File: config.mk
export PLATFORM = sky130hd
export DESIGN_NAME = scandoubler_mode_ctrl
export DESIGN_NICKNAME = d
export VERILOG_FILES = /design/src/rtl/scandoubler_mode_ctrl.sv
export SDC_FILE = /design/constraint.sdc
export NUM_CORES = 1
export LEC_CHECK = 0
export CORE_ASPECT_RATIO = 0.75
export CORE_UTILIZATION = 55
export CTS_BUF_LIST = sky130_fd_sc_hd__clkbuf_2 sky130_fd_sc_hd__clkbuf_4 sky130_fd_sc_hd__clkbuf_8
export CTS_CLUSTER_DIAMETER = 200
export DETAILED_ROUTE_END_ITERATION = 16
export PLACE_DENSITY = 0.79
export SLEW_MARGIN = 10
export SYNTH_ARGS = -nofsm -noshare
export SYNTH_HDL_FRONTEND = slang
export SYNTH_SLANG_ARGS = --single-unit
File: constraint.sdc
create_clock -name clk -period 4 [get_ports clk]
set_clock_uncertainty 0.2 [all_clocks]
set_input_delay 0.8 -clock clk [delete_from_list [all_inputs] [get_ports clk]]
set_output_delay 0.8 -clock clk [all_outputs]
set_load 0.005 [all_outputs]
File: src/rtl/scandoubler_mode_ctrl.sv
// Scandoubler sequencer: measures source line length and lines per frame, locks onto a
// stable line that fits one scan-buffer half, and applies output mode at frame boundaries.
//
// state   | meaning
// --------+------------------------------------------------------------------
// SEARCH  | no reference; first hsync fall arms, next valid fall sets line_len
// MEASURE | reference held; counting consecutive matching lines toward lock
// LOCKED  | line length stable; scandoubling may be enabled at next vsync fall
module scandoubler_mode_ctrl #(
  parameter int unsigned LOCK_LINES = 16,
  parameter int unsigned TOL        = 2,
  parameter int unsigned MIN_LINE   = 256,
  parameter int unsigned HTIMEOUT   = 2047
) (
  input  logic       clk,
  input  logic       rst_n,
  input  logic       clk14en,
  input  logic       hsync_ext_n,
  input  logic       vsync_ext_n,
  input  logic       cfg_scandbl,
  input  logic       cfg_scanlines,
  output logic       enable_scandoubling,
  output logic       disable_scaneffect,
  output logic       locked,
  output logic [9:0] line_len,
  output logic [9:0] frame_lines,
  output logic       mode_changed
);

  localparam int unsigned GW = $clog2(LOCK_LINES + 1);
  localparam logic [GW-1:0] LOCK_W     = GW'(LOCK_LINES);
  localparam logic [11:0]   TOL_W      = 12'(TOL);
  localparam logic [11:0]   MIN_W      = 12'(MIN_LINE);
  localparam logic [11:0]   MAX_W      = 12'd1023;
  localparam logic [10:0]   HTIMEOUT_W = 11'(HTIMEOUT);

  typedef enum logic [1:0] {
    ST_SEARCH  = 2'd0,
    ST_MEASURE = 2'd1,
    ST_LOCKED  = 2'd2
  } state_t;

  state_t        state_q, state_d;
  logic          armed_q, armed_d;
  logic [GW-1:0] good_q, good_d;
  logic [10:0]   hcnt_q, hcnt_d;
  logic [9:0]    vcnt_q, vcnt_d;
  logic          hs_q, vs_q;
  logic [9:0]    line_len_q, line_len_d;
  logic [9:0]    frame_lines_q, frame_lines_d;
  logic          locked_q, locked_d;
  logic          en_q, en_d;
  logic          dis_q, dis_d;
  logic          mc_q, mc_d;

  logic          hs_fall, vs_fall;
  logic [11:0]   meas, ll_ext, diff;
  logic          meas_valid, meas_match;
  logic [10:0]   hcnt_inc;
  logic [9:0]    vcnt_hs;
  logic [GW-1:0] good_inc;
  logic          timeout;

  // Falls are judged against the history sampled on the previous tick only.
  assign hs_fall = clk14en & hs_q & ~hsync_ext_n;
  assign vs_fall = clk14en & vs_q & ~vsync_ext_n;

  assign meas       = {1'b0, hcnt_q} + 12'd1;
  assign ll_ext     = {2'b00, line_len_q};
  assign diff       = (meas >= ll_ext) ? (meas - ll_ext) : (ll_ext - meas);
  assign meas_valid = (meas >= MIN_W) && (meas <= MAX_W);
  assign meas_match = meas_valid && (diff <= TOL_W);
  assign hcnt_inc   = (hcnt_q == 11'h7FF) ? hcnt_q : (hcnt_q + 11'd1);
  assign good_inc   = good_q + 1'b1;
  assign timeout    = clk14en & ~hs_fall & (hcnt_inc == HTIMEOUT_W);
  assign vcnt_hs    = (hs_fall && vcnt_q != 10'h3FF) ? (vcnt_q + 10'd1) : vcnt_q;

  always_comb begin
    state_d    = state_q;
    armed_d    = armed_q;
    good_d     = good_q;
    line_len_d = line_len_q;
    if (timeout) begin
      state_d = ST_SEARCH;
      armed_d = 1'b0;
      good_d  = '0;
    end else if (hs_fall) begin
      unique case (state_q)
        ST_SEARCH: begin
          if (!armed_q) begin
            armed_d = 1'b1;
          end else if (meas_valid) begin
            line_len_d = meas[9:0];
            good_d     = '0;
            state_d    = ST_MEASURE;
          end
        end
        ST_MEASURE: begin
          if (!meas_valid) begin
            state_d = ST_SEARCH;
            armed_d = 1'b0;
            good_d  = '0;
          end else if (meas_match) begin
            good_d = good_inc;
            if (good_inc == LOCK_W) state_d = ST_LOCKED;
          end else begin
            line_len_d = meas[9:0];
            good_d     = '0;
          end
        end
        ST_LOCKED: begin
          if (!meas_valid) begin
            state_d = ST_SEARCH;
            armed_d = 1'b0;
            good_d  = '0;
          end else if (!meas_match) begin
            state_d    = ST_MEASURE;
            line_len_d = meas[9:0];
            good_d     = '0;
          end
        end
        default: begin
          state_d = ST_SEARCH;
          armed_d = 1'b0;
          good_d  = '0;
        end
      endcase
    end
  end

  always_comb begin
    hcnt_d        = hcnt_q;
    vcnt_d        = vcnt_q;
    frame_lines_d = frame_lines_q;
    if (clk14en) begin
      hcnt_d = hs_fall ? 11'd0 : hcnt_inc;
      if (vs_fall) begin
        frame_lines_d = vcnt_hs;
        vcnt_d        = 10'd0;
      end else begin
        vcnt_d = vcnt_hs;
      end
    end
  end

  // Mode is applied only at vsync; losing lock is the one case that cannot wait.
  always_comb begin
    locked_d = (state_d == ST_LOCKED);
    en_d     = en_q;
    dis_d    = dis_q;
    if (vs_fall) begin
      en_d  = cfg_scandbl & locked_q;
      dis_d = ~cfg_scanlines;
    end
    if (!locked_d) en_d = 1'b0;
    mc_d = en_d ^ en_q;
  end

  always_ff @(posedge clk or negedge rst_n) begin
    if (!rst_n) begin
      state_q       <= ST_SEARCH;
      armed_q       <= 1'b0;
      good_q        <= '0;
      hcnt_q        <= 11'd0;
      vcnt_q        <= 10'd0;
      hs_q          <= 1'b1;
      vs_q          <= 1'b1;
      line_len_q    <= 10'd0;
      frame_lines_q <= 10'd0;
      locked_q      <= 1'b0;
      en_q          <= 1'b0;
      dis_q         <= 1'b1;
      mc_q          <= 1'b0;
    end else begin
      state_q       <= state_d;
      armed_q       <= armed_d;
      good_q        <= good_d;
      hcnt_q        <= hcnt_d;
      vcnt_q        <= vcnt_d;
      if (clk14en) begin
        hs_q <= hsync_ext_n;
        vs_q <= vsync_ext_n;
      end
      line_len_q    <= line_len_d;
      frame_lines_q <= frame_lines_d;
      locked_q      <= locked_d;
      en_q          <= en_d;
      dis_q         <= dis_d;
      mc_q          <= mc_d;
    end
  end

  assign enable_scandoubling = en_q;
  assign disable_scaneffect  = dis_q;
  assign locked              = locked_q;
  assign line_len            = line_len_q;
  assign frame_lines         = frame_lines_q;
  assign mode_changed        = mc_q;

endmodule

==> impl_metrics.toml <==
[status]
run_status = "finished, final reports clean"

[logic_synthesis]
synth-edff-count = 0
synth_ff_type = "dfrtp_1"
muxShareOfSynthArea_pct = 5.27
yosys.area_share.adder_pct = 9.29
ys_ff_latch = 55
ys_types = 68
yosys.area_share.simple_pct = 21.7
yosysSeqAreaShare_pct = 32.8
synth_xor_area_share_pct = 4.58
synth.avg_cell_area_um2 = 8.59
synthCells = 489
syn_area_mm2 = 0.00420
synth_top_family_by_area = "simple AND/OR/NAND/NOR gates"
synth_warnings = 0
synth_fp_nets = 526
synth-compound-area-share_pct = 20.2
synth-async-reset-ratio_pct = 100

[drt]
first_pass_iters = 5
routed_wl_um = 10600
remaining_drc_errors = 0
avgViaCountPerCell = 6.07
wl_per_cell_um = 16.8
vias = 3832
ant_nets = 0
drtIter0Drc = 329

[placement]
place_area_mm2 = 0.00471
dp.final_hpwl_um = 8170
place_congestion = 0.937
dp_cells = 623
port_buffers = 30

[timing]
fin_crit_sh_pct = 94.6
setup_viol = 0
setup_tns_ns = 0
maxSlewViolCount = 0
hold_viol_final = 0
fin_crit_ns = 3.78
fmax_mhz = 264
max_slew_margin_pct = 58.1
worst_pin_slew_ns = 0.612

[job]
maxCapViolCount = 0

[setup_path]
crit_cells = 13
path_cells = "nand3_1, xnor2_1, ha_1, a21oi_1, buf_4, a21boi_0, o21a_1, and2_1, a2111oi_4, nand3_2, nor2_4, a21o_4, mux2i_1"
rr_endpoint = "line_len[4]$_DFFE_PN0P_"
cp_slowest_stage_delay_ns = 0.47
cp_slowest_cell = "dfrtp_2"
reg2reg_slack_ns = 0.22
crit_buf_inv = 1
cp.required_ns = 4.03
crit_path_end_kind = "flip-flop"
cp_top_family = "compound AO/OA/AOI/OAI gates"
worstSetupPathType = "reg2reg"
r2r-start = "hcnt_q[2]$_DFFE_PN0P_"
critPathLaunch = "hcnt_q[2]$_DFFE_PN0P_"
cp_max_fo = 10
worst_r2r_path_depth = 13
start_kind = "flip-flop"
endpoint = "line_len[4]$_DFFE_PN0P_"
crit_arrival_ns = 3.82

[finish]
fin_nets = 566
regArea_mm2 = 0.00139
syn2layout_area_growth_pct = 16.3
diodes = 0
fin_area_mm2 = 0.00489
fillers = 614
multi_input_area_mm2 = 0.00264
final_layout_size_suffix_gt1_share_pct = 14.2
final_cells = 631

[global_routing]
antenna_found_initial = 0
grt_max_degree = 47
grt_overflow_total = 0
grtUsageTotal_pct = 28.2
grt_pass1_wl_um = 17600
grt_pass1_vias = 3468

[floorplanning]
rows = 27
io_pins = 31
design.die.area_mm2 = 0.00800
core_mm2 = 0.00736
dieHeight_um = 77.7
dieWidth_um = 103
initial_utilization_pct = 57.1

[hold_path]
worstHoldPathType = "in2async"

[clock_tree]
cts_buffers = 5
clock_path_buffers = 2
tritoncts = "yes"
clk_pin_slew_worst_paths_ns = 0.11
insertion_delay_ns = 0.32
h-tree-depth = 2
root_buffer = "clkbuf_8"
cts_sinks = 55
cts-hold-fix-buffers = 0

[power_and_ir_drop]
power_density_mw_per_mm2 = 444
peakVddDrop_v = 0.000265
leakage_uw = 0.00207
## metal layers
metal | track usage (%) | vias up | part of all wire, % | routed length [um]
li1 | - | 1818 | - | -
met1 | 44.8 | 1812 | 48 | 5090
met2 | 40.1 | 186 | 42 | 4440
met3 | 6.04 | 16 | 8.7 | 917
met4 | 3.52 | 0 | 1.2 | 128
met5 | 0 | - | 0 | 0
## sequential cells by signal, summed over array words and instances (netlist names)
register             count
hcnt_q                  11
frame_lines             10
line_len                10
vcnt_q                  10
good_q                   5
state_q                  2
armed_q                  1
disable_scaneffect       1
enable_scandoubling      1
hs_q                     1
locked                   1
mode_changed             1
vs_q                     1
## worst min path at each step
stage	slack [ns]	startpoint	end	depth (start not counted)
6_report	0.13	rst_n	good_q[1]$_DFFE_PN0P_	1
5_1_grt	0.12	rst_n	good_q[3]$_DFFE_PN0P_	1
4_1_cts	0.13	rst_n	good_q[3]$_DFFE_PN0P_	1
3_5_place_dp	0.27	frame_lines[6]$_DFFE_PN0P_	frame_lines[6]$_DFFE_PN0P_	2
3_3_place_gp	0.27	frame_lines[2]$_DFFE_PN0P_	frame_lines[2]$_DFFE_PN0P_	2
2_1_floorplan	0.27	disable_scaneffect$_DFFE_PN1P_	disable_scaneffect$_DFFE_PN1P_	2
## through the flow
step           hold slack (ns)  utilization, %  total power [uW]  setup WS [ns]
2_1_floorplan            0.270               -              1430          0.193
3_3_place_gp             0.266            63.9              1780          0.166
3_5_place_dp             0.271            63.9              1800        -0.0475
4_1_cts                  0.131            65.3              2140        0.00830
5_1_grt                  0.121            66.3              2320        -0.0208
6_report                 0.132            66.3              2170          0.216
## placed cells by master, fill, tap and decap left out, drive strengths merged, types with 11 or more instances in the layout
cell type / count
o21ai: 30
buf: 25
nor2: 45
a21oi: 23
clkdlybuf4s50: 29
nand4: 16
xnor2: 14
o22ai: 11
nand3: 20
ha: 28
mux2i: 16
nand2: 37
inv: 45
dfrtp: 52
## cells by family (layout without fill, tap and decap cells)
| logic type | Yosys count | count (layout) |
|---|---|---|
| adder cells (fa/ha/maj) | 30 | 30 |
| AND/OR/NAND/NOR | 173 | 173 |
| XOR/XNOR | 22 | 22 |
| flip-flops | 55 | 55 |
| AO/OA/AOI/OAI | 124 | 124 |
| buffers and inverters | 65 | 106 |
| multiplexers | 20 | 20 |
## Yosys cell counts, drive strengths merged (4+ instances only)
cell / n / area share (%)
a211oi: 7 / 1.3
a21o: 8 / 1.6
a21oi: 23 / 2.7
a311oi: 4 / 0.83
a31oi: 7 / 1.0
and2: 6 / 0.89
clkbuf: 18 / 1.6
dfrtp: 52 / 31
ha: 28 / 8.3
inv: 44 / 3.9
mux2: 4 / 1.2
mux2i: 16 / 4.1
nand2: 37 / 3.3
nand2b: 7 / 1.0
nand3: 20 / 2.6
nand3b: 4 / 0.71
nand4: 16 / 2.7
nor2: 45 / 4.2
nor2b: 5 / 0.74
nor3: 9 / 1.1
nor4: 4 / 0.74
o211ai: 5 / 0.89
o21a: 7 / 1.3
o21ai: 30 / 3.6
o22ai: 11 / 1.6
or2: 8 / 1.2
xnor2: 14 / 2.9
xor2: 8 / 1.7
## repair_timing
item | in CTS | in global routing
setup buffers | 0 | 0
hold endpoints to repair | 0 | 0
setup endpoints to repair | 13 | 20
resized for setup | 3 | 18
## layout make-up
cell class              count  share of cell area, %
clock inverters             3                  0.563
repair buffers             54                   9.73
multi-input cells         369                   54.0
clock buffers               5                   1.41
well taps                 101                   2.59
flip-flops and latches     55                   28.4
inverters                  44                   3.38
## power breakdown
| group | leakage [uW] | internal [uW] | switching (uW) |
|---|---|---|---|
| sequential | 0.000694 | 652 | 96.0 |
| clock | 0.0000463 | 129 | 202 |
| combinational | 0.00133 | 480 | 609 |
No activity file was read; power rests on OpenSTA's default activity.
